[src/rtl/shift_ctrl_pkg.sv]
// Shared definitions for the serial shift controller: FSM state encoding
// and default word width / bit-period constants.
package shift_ctrl_pkg;

    localparam int DEFAULT_N   = 8;
    localparam int DEFAULT_DIV = 4;

    typedef enum logic [1:0] {
        IDLE  = 2'd0,
        SHIFT = 2'd1,
        DONE  = 2'd2
    } state_t;

endpackage

[src/rtl/piso_shifter.sv]
// Generic N-bit shift register: parallel load, shift right with the serial
// input entering at the MSB, serial output taken from bit 0, parallel output.
// Used once for the transmit word and once for the receive word.
module piso_shifter #(
    parameter int N = 8
) (
    input  logic         clk,
    input  logic         reset_n,
    input  logic         load,
    input  logic [N-1:0] load_data,
    input  logic         shift_en,
    input  logic         s_in,
    output logic         s_out,
    output logic [N-1:0] q
);

    // Load has priority over shift; a shift moves every bit one place toward bit 0.
    always_ff @(posedge clk or negedge reset_n) begin
        if (!reset_n) begin
            q <= '0;
        end else if (load) begin
            q <= load_data;
        end else if (shift_en) begin
            q <= {s_in, q[N-1:1]};
        end
    end

    assign s_out = q[0];

endmodule

[src/rtl/shift_controller.sv]
// Full-duplex serial word transfer controller. A word accepted on the
// tx_valid/tx_ready handshake is shifted out LSB first on s_out while s_in is
// sampled on each sclk rising edge; the received word is published on
// rx_data with a one-cycle rx_valid pulse when the transfer completes.
module shift_controller
    import shift_ctrl_pkg::*;
#(
    parameter int N   = DEFAULT_N,
    parameter int DIV = DEFAULT_DIV
) (
    input  logic         clk,
    input  logic         reset_n,
    input  logic [N-1:0] tx_data,
    input  logic         tx_valid,
    output logic         tx_ready,
    output logic         s_out,
    input  logic         s_in,
    output logic         sclk,
    output logic         busy,
    output logic [N-1:0] rx_data,
    output logic         rx_valid,
    output logic [1:0]   dbg_state
);

    localparam int DIV_W = $clog2(DIV);
    localparam int BIT_W = $clog2(N);

    localparam logic [DIV_W-1:0] DIV_LAST   = DIV_W'(DIV - 1);
    localparam logic [DIV_W-1:0] DIV_HALF   = DIV_W'(DIV / 2);
    localparam logic [DIV_W-1:0] DIV_SAMPLE = DIV_W'(DIV / 2 - 1);
    localparam logic [BIT_W-1:0] BIT_LAST   = BIT_W'(N - 1);

    state_t           state;
    logic [DIV_W-1:0] div_cnt;
    logic [BIT_W-1:0] bit_cnt;

    logic             handshake;
    logic             div_wrap;
    logic             last_bit;
    logic             sample;

    logic             tx_lsb;
    logic [N-1:0]     rx_word;
    logic [N-1:0]     unused_tx_word;
    logic             unused_rx_lsb;

    // Handshake: a word is transferred on a posedge where tx_valid and
    // tx_ready are both high. tx_valid may be held by the requester at any
    // time; it has no effect while tx_ready is low, and tx_data is captured
    // only on the handshake edge.
    assign handshake = (state == IDLE) && tx_valid && tx_ready;

    // End of a bit period, last bit period, and the sclk-rising sample point.
    assign div_wrap  = (state == SHIFT) && (div_cnt == DIV_LAST);
    assign last_bit  = div_wrap && (bit_cnt == BIT_LAST);
    assign sample    = (state == SHIFT) && (div_cnt == DIV_SAMPLE);

    // Serial clock: low for the first half of each bit period, high for the second.
    assign sclk      = (state == SHIFT) && (div_cnt >= DIV_HALF);

    // The TX register shifts at each bit boundary, so bit 0 is always the
    // current bit; outside SHIFT the line is held low.
    assign s_out     = (state == SHIFT) ? tx_lsb : 1'b0;

    assign dbg_state = state;

    // Control FSM with divider and bit counters; handshake outputs are registered.
    always_ff @(posedge clk or negedge reset_n) begin
        if (!reset_n) begin
            state    <= IDLE;
            div_cnt  <= '0;
            bit_cnt  <= '0;
            tx_ready <= 1'b1;
            busy     <= 1'b0;
            rx_valid <= 1'b0;
            rx_data  <= '0;
        end else begin
            rx_valid <= 1'b0;
            case (state)
                IDLE: begin
                    if (handshake) begin
                        state    <= SHIFT;
                        div_cnt  <= '0;
                        bit_cnt  <= '0;
                        tx_ready <= 1'b0;
                        busy     <= 1'b1;
                    end
                end
                SHIFT: begin
                    if (div_wrap) begin
                        div_cnt <= '0;
                        if (last_bit) begin
                            // All N samples are already in the RX register here.
                            state    <= DONE;
                            bit_cnt  <= '0;
                            rx_data  <= rx_word;
                            rx_valid <= 1'b1;
                        end else begin
                            bit_cnt <= bit_cnt + BIT_W'(1);
                        end
                    end else begin
                        div_cnt <= div_cnt + DIV_W'(1);
                    end
                end
                DONE: begin
                    state    <= IDLE;
                    tx_ready <= 1'b1;
                    busy     <= 1'b0;
                end
                default: begin
                    state    <= IDLE;
                    div_cnt  <= '0;
                    bit_cnt  <= '0;
                    tx_ready <= 1'b1;
                    busy     <= 1'b0;
                end
            endcase
        end
    end

    // Transmit word: loaded on handshake, shifted out toward bit 0 once per bit period.
    piso_shifter #(.N(N)) u_tx_shifter (
        .clk       (clk),
        .reset_n   (reset_n),
        .load      (handshake),
        .load_data (tx_data),
        .shift_en  (div_wrap),
        .s_in      (1'b0),
        .s_out     (tx_lsb),
        .q         (unused_tx_word)
    );

    // Receive word: cleared on handshake, s_in enters at the MSB on each sclk
    // rise so that after N samples the first bit received sits at bit 0.
    piso_shifter #(.N(N)) u_rx_shifter (
        .clk       (clk),
        .reset_n   (reset_n),
        .load      (handshake),
        .load_data ({N{1'b0}}),
        .shift_en  (sample),
        .s_in      (s_in),
        .s_out     (unused_rx_lsb),
        .q         (rx_word)
    );

endmodule

[config.mk]
export PLATFORM = sky130hd
export DESIGN_NAME = shift_controller
export DESIGN_NICKNAME = d
export VERILOG_FILES = /design/src/rtl/shift_ctrl_pkg.sv /design/src/rtl/piso_shifter.sv /design/src/rtl/shift_controller.sv
export SDC_FILE = /design/constraint.sdc
export NUM_CORES = 1
export LEC_CHECK = 0
export ABC_AREA = 1
export BUFFER_PORTS_ARGS = -buffer_cell sky130_fd_sc_hd__buf_2
export CORE_MARGIN = 10
export CORE_UTILIZATION = 49
export CTS_BUF_LIST = sky130_fd_sc_hd__clkbuf_8 sky130_fd_sc_hd__clkbuf_16
export DETAILED_ROUTE_END_ITERATION = 12
export PLACE_DENSITY = 0.86
export SYNTH_ARGS = -nofsm -noshare
export SYNTH_HDL_FRONTEND = slang
export SYNTH_SLANG_ARGS = --single-unit
[constraint.sdc]
create_clock -name clk -period 1.35 [get_ports clk]
set_input_delay 0.135 -clock clk [delete_from_list [all_inputs] [get_ports clk]]
set_output_delay 0.135 -clock clk [all_outputs]
set_load 0.02 [all_outputs]
==> results.md, run 1 <==
- R2R depth: 7
- # nets final: approximately 240
- Commonest non-fill, non-tap cell in the layout: nand2_1
- IO buf count: 26
- FF-to-FF Start: div_cnt[0]
- Final setup skew: between 0.004 and 0.005 ns
- Hold EP: u_tx_shifter.q[7]
- Iteration-0 DRC Markers: ~90
- Period utilization: 104%
- Post-Synthesis Cell Area: between 0.0015 and 0.002 sq mm
- Leakage Power: 1.15 nW
- RSZ-0062 raised after global routing: true
- Core Area: ~0.0031 sq mm
- Vias in the first global route: around 1300
- Die width: around 78 um
- CTS tree: built
- First-pass GRT wire length: 6130 um
- DRC Markers: 0
- Setup TNS: -0.0508 ns
- I/O pins: 27
- WHS Path Cells: 3
- Largest net degree at the start of global routing: 25
- # setup viols final: 1
- Worst-Margin Slew: between 0.4 and 0.5 ns
- Clock Tree Buf Depth: 2
- Worst min-delay path class: in2reg
- First-pass DRT Iterations: 5
- Sequential fraction of the synthesis area: 52.2%
- Peak supply drop: 0.000805 V
- Tmin final: between 1 and 1.5 ns
- Post-placement cell area: 0.00184 sq mm
- Post-synth top area share: between 50 and 60%
- Setup ws final: -0.0508 ns
- Die Area: 0.00604 sq mm
- CP startpoint kind: register
- Reg2reg end: u_rx_shifter.q[1]
- Gp weighted congestion: between 0.7 and 0.8
- GRT Total Usage: 12.5%
- Wire per inst: 13.1 um
- CTS Buf Count: 5
- Critical path arrival: between 1 and 1.5 ns
- Max_slew headroom: approximately 72%
- Detailed placer's ending HPWL: 2450 um
- Synth warnings: 0
- FF+latch count, synth: 34
- Core Rows: 20
- Root Buffer: clkbuf_8
- Post-synth net total: approximately 200
- Top area cells in the synthesized netlist: dfrtp_1 51%, nand2_1 15%, nand3_1 8.6%, inv_1 4.1%, ha_1 3.8%
- N_diodes: 0
- Most frequent cells in the layout: 64 x nand2_1, 31 x dfrtp_1, 28 x nand3_1
- Largest area contributor in the netlist: dfrtp_1
- CP max FO: 2
- Layout cell share with drive strength beyond 1: around 28%
- F_max: around 0.71 GHz
- Post-synthesis cell type count: 25
- Htree depth: 2
- Clock transition at the registers of the reported paths: 0.07 ns
- Critical path endpoint category: primary output
- Hold path startpoint: tx_data[7]
- Final hold violations: 0
- Slew Viols, Final: 0
- Clk sink count: 34
- Via count: between 1000 and 1500
- Pwr/cell area: between 1500 and 2000 mW/mm^2
- WS Path Type: reg2out
- Violated checks: negative setup slack
- Cells after Synth: roughly 190
- Die height: approximately 80 um
- Status: finished with violations
- Design area: between 0.002 and 0.0025 sq mm
- Starting density of the core: a little over half
- Grt ovf: 0
- Number of max-cap violations: 0
- Req. time, crit path: approximately 1.2 ns
- Via density per instance: 5.12
- Initial antenna violation count: 0
- Area Overhead vs Synth: 24.2%
- Syn Area/Cell: 8.77 sq um
- Detailed Route WL: between 3000 and 4000 um
- Latest clock arrival within the worst-skew pair: about 0.29 ns
- Antenna viol nets, final: 0
- Reg2Reg Setup Slack: about 0.030 ns
flip-flops by register name, indices dropped and copies added (netlist names):
signal,flops
u_tx_shifter.q,8
dbg_state,2
tx_ready,1
rx_data,8
u_rx_shifter.q,8
bit_cnt,3
rx_valid,1
busy,1
div_cnt,2
worst max-delay path: stages, from the launching register on:
cell and delay, ns:
dfrtp_1 0.39, buf_6 0.13, inv_4 0.05, ha_4 0.12, nor2_2 0.03, nor2_1 0.10
buf_4 0.15
cell usage after synthesis:
library cell	n
a21oi_1	1
buf_4	1
buf_6	4
clkbuf_1	1
clkinv_2	1
dfrtp_1	33
dfstp_2	1
ha_1	5
inv_1	18
inv_2	1
inv_4	1
nand2_1	65
nand2_2	2
nand2_4	2
nand3_1	28
nand3_2	1
nand3_4	1
nand4_1	8
nor2_1	6
nor2_2	1
nor2_4	1
nor2_8	1
o21ai_0	1
o21ai_1	1
o22ai_1	1
stage by stage:
stage | hold slack [ns] | cells | setup WS [ns] | util [%] | power (mW)
floorplan | -0.161 | 186 | 0.0287 | - | 2.39
global placement | 0.0894 | 259 | 0.0666 | 58.8 | 2.73
detailed placement | 0.0890 | 259 | 0.0414 | 58.8 | 2.77
CTS | 0.0578 | 271 | -0.0450 | 63.6 | 3.75
global route | 0.0754 | 271 | -0.107 | 64.8 | 4.11
finish | 0.0563 | 271 | -0.0508 | 64.8 | 3.85
per-layer routing:
layer  global-route usage [%]  share of wire (%)  wire, um
met1                     15.0                 44      1580
met2                     18.8                 46      1650
met3                     4.72                7.0       251
met4                     6.75                2.1        74
met5                        0                  0         0
logic make-up after synthesis:
family | count (synthesis) | synth area share, %
buffers and inverters | 27 | 8.51
DFF | 34 | 52.2
AOI/OAI and AO/OA | 4 | 1.30
adders and majority gates | 5 | 3.83
and+or+nand+nor | 116 | 34.1
power by group:
part | switching [mW] | total [mW] | internal [mW] | leakage, nW
combinational | 0.828 | 1.41 | 0.586 | 0.659
clock | 0.363 | 0.900 | 0.537 | 0.0607
sequential | 0.213 | 1.53 | 1.32 | 0.431
total | 1.40 | 3.85 | 2.44 | 1.15
how the worst max path moves through the flow:
stage / start / endpoint / slack, ns / cells after the start
2_1_floorplan: tx_ready / u_tx_shifter.q[1] / 0.03 / 6
3_3_place_gp: bit_cnt[0] / rx_data[0] / 0.07 / 6
3_5_place_dp: bit_cnt[0] / rx_data[0] / 0.04 / 6
4_1_cts: div_cnt[0] / sclk / -0.05 / 6
5_1_grt: div_cnt[0] / sclk / -0.11 / 6
6_report: div_cnt[0] / sclk / -0.05 / 6
timing repair:
item,4_1_cts,5_1_grt
setup endpoints to repair,2,26
setup buffers,3,0
gates resized for setup,5,10
hold buffers,1,0
pin swaps,2,3
endpoints found under the hold margin,16,0
final cells by class:
class	count	area (sq um)
flip-flops and latches	34	855
clock buffers	5	68.8
clock inverters	3	37.5
repair buffers	39	255
fillers	266	1100
inverters	21	86.3
multi-input cells	125	668
well taps	44	55.1
Note: power is estimated with default switching activity, not from simulation.
==> inputs of run 2 (changes only) <==
- BUFFER_PORTS_ARGS: -buffer_cell sky130_fd_sc_hd__buf_2 -> unset
- CORE_ASPECT_RATIO: unset -> 1.5
- CORE_UTILIZATION: 49 -> 55
- DONT_BUFFER_PORTS: unset -> 1
- PLACE_DENSITY: 0.86 -> 0.85
- TNS_END_PERCENT: unset -> 30
==> run 2 against run 1 <==
  * The run now ends clean
  * Cell count shrank 8.5%
  * Register-to-register slack about the same
  * Worst setup slack better by 0.072 ns
  * Clock power rose by 24%
  * Highest routed layer unchanged
  * Largest power group unchanged
  * Critical path type is now reg2reg
==> results.md, run 2 (synthesis gave the netlist of run 1 again) <==
- Clk sink count: 34
- Grt ovf: 0
- Iteration-0 DRC Markers: 26
- Root Buffer: clkbuf_8
- GRT Total Usage: between 10% and 20%
- Via count: ~1300
- # nets final: about 230
- Wire per inst: between 10 and 15 um
- Starting density of the core: between 50% and 60%
- DRC Markers: 0
- Vias in the first global route: about 1200
- Filler Cells Inserted: 233
- Final setup skew: slightly below 0.01 ns
- RSZ-0062 raised after global routing: true
- IO buf count: 0
- Reg2reg end: u_rx_shifter.q[2]
- Period utilization: about 98%
- Worst path most repeated cell: inv_1
- Via density per instance: slightly above 5
- Commonest non-fill, non-tap cell in the layout: nand2_1
- Die Area: 0.00559 sq mm
- Min Hold Slack: roughly 0.067 ns
- Top flop regs: rx_data x8, u_rx_shifter.q x8, u_tx_shifter.q x8
- Setup ws final: 0.0207 ns
- Critical path endpoint category: register
- Worst min-delay path class: in2reg
- Detailed Route WL: between 3000 and 4000 um
- WS Path Type: reg2reg
- Peak supply drop: about 0.0016 V
- Max_slew headroom: between 80% and 90%
- Dpl ws: about 0.07 ns
- Critical path arrival: 1.56 ns
- Critical Path Sink: u_rx_shifter.q[2]
- Crit-path max cell delay: between 0.4 and 0.5 ns
- Slew Viols, Final: 0
- FF-to-FF Start: div_cnt[1]
- Area Overhead vs Synth: 19.1%
- Gp weighted congestion: approximately 0.81
- Finished Core Util: approximately two thirds
- Reg2Reg Setup Slack: between 0.02 and 0.025 ns
- Core Rows: 24
- Detailed placer's ending HPWL: about 2400 um
- Status: completed
- N_diodes: 0
- Cell family with the largest share of critical-path delay: simple AND/OR/NAND/NOR gates
- Latest clock arrival within the worst-skew pair: roughly 0.3 ns
- CP max FO: 6
- Slowest CP cell: dfrtp_1
- Largest net degree at the start of global routing: 35
- Crit-path cells: inv_1 > ha_1 > inv_1 > nor2_2 > nand3_1 > nand2_1
- Pwr/cell area: 2010 mW/mm^2
- Post-placement cell area: 0.00172 sq mm
- Layout cell share with drive strength beyond 1: between 10% and 20%
- Leakage Power: 1.08 nW
- First-pass DRT Iterations: 4
- Pwr Total: between 3 and 4 mW
- Die width: 64.5 um
- Number of max-cap violations: 0
- CTS tree: built
- Die height: about 87 um
- CP startpoint kind: register
- I/O pins: 27
- Design area: slightly below 0.002 sq mm
- Most frequent cells in the layout: 65 x nand2_1, 31 x dfrtp_1, 28 x nand3_1
- CTS Buf Count: 5
- F_max: about 0.75 GHz
- Tmin final: 1.33 ns
- Clock Tree Buf Depth: 2
- Antenna viol nets, final: 0
- # setup viols final: 0
- Final hold violations: 0
- R2R depth: 6
- Worst Setup SP: div_cnt[1]
- Htree depth: 2
- Worst-Margin Slew: between 0.2 and 0.3 ns
- Critical Path Stages: 6
- Initial antenna violation count: 0
- First-pass GRT wire length: ~5600 um
- Req. time, crit path: between 1.5 and 2 ns
- Buf/Inv on CP: 2
- Core Area: roughly 0.0029 sq mm
- Clock transition at the registers of the reported paths: roughly 0.080 ns
==> run 2: cell types whose count changed in the layout (fill, tap and decap cells not counted), moves of 2 or more <==
cell and delta:
ha_1 +2, buf_2 -24, buf_6 -2, buf_4 +6, dlygate4sd3_1 +2
==> run 2: metal layers <==
layer	GRT usage [%]	vias to the layer above	routed length [um]
met5	0	-	0
met4	7.62	0	82
met1	14.2	581	1400
met3	5.68	6	208
li1	-	636	-
met2	20.2	34	1650
==> run 2: area by class of cell <==
cell class	count	area (sq um)	area share, %
Clock buffer	5	68.8	3.54
Clock inverter	3	68.8	3.54
Inverter	21	83.8	4.31
Multi-Input combinational cell	125	641	33.0
Sequential cell	34	855	44.0
Tap cell	39	48.8	2.51
Timing Repair Buffer	21	178	9.14
==> run 2: repair_timing <==
item,CTS,global route
buffers inserted,2,2
gates resized for setup,2,1
cloned,0,0
hold buffers,4,0
setup endpoints to repair,2,17
endpoints found under the hold margin,36,0
pin swaps,0,0
==> run 2: where the power goes <==
group	switching [mW]	internal, mW	leakage, nW
sequential	0.228	1.32	0.432
combinational	0.720	0.519	0.578
clock	0.382	0.739	0.0683
==> run 2: worst register-to-register path, cell delays in order (launching register included) <==
cell     delay, ns
dfrtp_1       0.42
inv_1         0.09
ha_1          0.19
inv_1         0.06
nor2_2        0.26
nand3_1       0.13
nand2_1       0.11
==> run 2: through the flow <==
stage / cells / TNS, ns
2_1_floorplan: 186 / 0
3_3_place_gp: 232 / 0
3_5_place_dp: 232 / 0
4_1_cts: 246 / 0
5_1_grt: 248 / -0.437
6_report: 248 / 0
==> run 2: worst min path at each step <==
stage	startpoint	end	slack [ns]	depth (start not counted)
2_1_floorplan	reset_n	bit_cnt[0]	-0.16	0
3_3_place_gp	reset_n	u_tx_shifter.q[1]	-0.16	0
3_5_place_dp	reset_n	u_tx_shifter.q[1]	-0.16	0
6_report	tx_data[5]	u_tx_shifter.q[5]	0.07	4
4_1_cts	tx_valid	div_cnt[1]	0.06	3
5_1_grt	tx_valid	div_cnt[1]	0.08	3
==> inputs of run 3 (changes only) <==
- ABC_AREA: 1 -> unset
- CORE_MARGIN: 10 -> 2
==> run 3 against run 2 <==
  * The flow now finishes with violations (negative setup slack)
  * Die area shrank 41%
  * Clock power shrank 17%
  * Count of clock-buffer cells in the layout is the same
  * Worst hold slack lost 0.039 ns
  * Sequential power is essentially flat
  * Global-route usage grew 12 points
  * Design area grew 9.9%
  * Utilization grew 12 points
  * Register-to-register slack lost 0.20 ns
  * First-iteration DRC count grew 12%
==> results.md, run 3 <==
- Status: finished with violations
- Violated checks: negative setup slack
- Dpl ws: -0.213 ns
- Reg2reg end: rx_data[1]
- Gp weighted congestion: 0.760
- Worst min-delay path class: in2reg
- Core Rows: 23
- Post-route insts no fill: ~200
- Die Area: 0.00329 sq mm
- Most frequent cell after synthesis: dfrtp_1
- Slew Viols, Final: 0
- Vias in the first global route: 1237
- Leakage Power: around 1.1 nW
- Pwr/cell area: ~1700 mW/mm^2
- Cells after Synth: around 130
- Sequential fraction of the synthesis area: between 50% and 60%
- Post-synth net total: approximately 150
- Hold EP: dbg_state[0]
- Top area cells in the synthesized netlist: dfrtp_1 53%, mux2_2 5.8%, a221o_1 4.5%, ha_1 4.0%, and3_1 3.6%
- Final setup skew: between 0.009 and 0.01 ns
- Largest net degree at the start of global routing: 35
- Final hold violations: 0
- N_diodes: 0
- Placed Instances: 177
- Largest area contributor in the netlist: dfrtp_1
- Reg2Reg Setup Slack: -0.18 ns
- Synth async-reset ratio: 100%
- F_max: ~0.65 GHz
- Wire per inst: 17.8 um
- Antenna viol nets, final: 0
- Post-synth EDFFs: 0
- R2R depth: 6
- Period utilization: 113%
- Initial antenna violation count: 0
- First-pass GRT wire length: approximately 5600 um
- Finished Core Util: 79.8%
- Number of max-cap violations: 0
- GRT Total Usage: about a quarter
- Post-synth top area share: roughly 53%
- Post-synthesis cell type count: 28
- CTS Buf Count: 5
- Hold path startpoint: tx_valid
- IO buf count: 0
- Peak supply drop: about 0.0018 V
- Root Buffer: clkbuf_8
- Most frequent cells in the layout: 31 x dfrtp_1, 17 x buf_4, 10 x nand2_1, 10 x mux2_4, 10 x dlygate4sd3_1
- Synth warnings: 0
- Post-Synthesis Cell Area: around 0.0016 sq mm
- CP max FO: 5
- # setup viols final: 22
- Die height: between 60 and 70 um
- WHS Path Cells: 2
- Critical path arrival: about 1.7 ns
- Req. time, crit path: between 1.5 and 2 ns
- Latest clock arrival within the worst-skew pair: around 0.3 ns
- CP startpoint kind: register
- Grt ovf: 0
- Clock Tree Buf Depth: 2
- Via density per instance: about 5.7
- Iteration-0 DRC Markers: 29
- Critical path endpoint category: register
- Clock transition at the registers of the reported paths: ~0.070 ns
- Area Overhead vs Synth: 37.0%
- First-pass DRT Iterations: 4
- Layout cell share with drive strength beyond 1: between 30% and 40%
- Top flop regs: rx_data x8, u_rx_shifter.q x8, u_tx_shifter.q x8
- Worst-Margin Slew: around 0.31 ns
- Htree depth: 2
- Detailed placer's ending HPWL: 2160 um
- RSZ-0062 raised after global routing: true
- CTS tree: built
- Slowest CP cell: dfrtp_1
- Design area: approximately 0.0021 sq mm
- Via count: 1176
- Detailed Route WL: 3650 um
- Crit-path max cell delay: 0.40 ns
- WS Path Type: reg2reg
- Dominant synthesized flop cell: dfrtp_1
- Core Area: about 0.0027 sq mm
- FF-to-FF Start: bit_cnt[0]
- Die width: around 47 um
- Pwr Total: 3.74 mW
- Leading cell types by count after synthesis: 33 x dfrtp_1, 11 x nand2_1, 10 x a21oi_1
- I/O pins: 27
- Setup ws final: -0.180 ns
- Tmin final: roughly 1.5 ns
- DRC Markers: 0
- Post-placement cell area: between 0.0015 and 0.002 sq mm
- Syn Area/Cell: about 12 sq um
- Clk sink count: 34
- # nets final: 184
- Commonest non-fill, non-tap cell in the layout: dfrtp_1
- Max_slew headroom: roughly 80%
- Crit-path cells: ha_2 > ha_4 > nand4b_1 > buf_4 > buf_12 > mux2_4
- Starting density of the core: between 50% and 60%
- FF+latch count, synth: 34
## run 3: changes by cell type after synthesis, sizes merged, moves of 7 or more
cell | previous run | this run
mux2 | 0 | 10
a221o | 0 | 7
nand4 | 8 | 0
nor2 | 9 | 1
nand2 | 69 | 11
a21oi | 1 | 11
nand3 | 30 | 9
and3 | 0 | 9
inv | 20 | 9
## run 3: repair_timing
action                                 4_1_cts  5_1_grt
buffers inserted                             6        3
pin swaps                                    4        8
setup endpoints to repair                   29       32
endpoints found under the hold margin       43        0
hold buffers                                11        0
gates resized for setup                     19       13
cloned                                       1        0
## run 3: worst max-delay path, delay by kind of cell (launching register included)
| kind | cells | cell delay (ns) |
|---|---|---|
| adder cells (fa/ha/maj) | 2 | 0.36 |
| AND/OR/NAND/NOR | 1 | 0.10 |
| multiplexers | 1 | 0.29 |
| buffers and inverters | 2 | 0.26 |
| flip-flops | 1 | 0.40 |
## run 3: cell families after synthesis
family	after synthesis	synth area share (%)
multiplexers	11	8.35
flip-flops	34	54.7
AND/OR/NAND/NOR	37	14.7
buffers and inverters	17	6.34
adder cells (fa/ha/maj)	5	4.01
AO/OA/AOI/OAI	25	12.0
## run 3: per-layer routing
layer	vias to the layer above	track usage, %	wire, um
li1	534	-	-
met1	586	27.0	1410
met2	41	40.7	1950
met3	15	7.29	133
met4	0	11.1	146
met5	-	0	0
## run 3: power by group
part | internal (mW) | switching, mW | leakage (nW)
Clock | 0.543 | 0.384 | 0.0579
Sequential | 1.29 | 0.234 | 0.422
Combinational | 0.686 | 0.601 | 0.585
Total | 2.52 | 1.22 | 1.06
## run 3: worst max path at each step
stage,depth (start not counted),startpoint,endpoint
finish,6,bit_cnt[0],rx_data[1]
global route,6,bit_cnt[0],rx_data[2]
CTS,6,bit_cnt[1],rx_data[2]
detailed placement,5,bit_cnt[0],rx_data[2]
global placement,5,bit_cnt[0],rx_data[6]
floorplan,5,dbg_state[0],bit_cnt[1]
## run 3: per-stage QoR
stage	setup TNS [ns]	hold slack (ns)
finish	-2.74	0.0283
global route	-4.38	0.0450
CTS	-2.74	0.0123
detailed placement	-2.93	-0.160
global placement	-1.90	-0.160
floorplan	-2.13	-0.161
## run 3: final cells by class
class	count	area, sq um
clock inverters	3	40.0
multi-input cells	78	689
clock buffers	5	68.8
inverters	9	33.8
repair buffers	39	403
flip-flops and latches	34	855
well taps	37	46.3
fillers	150	541
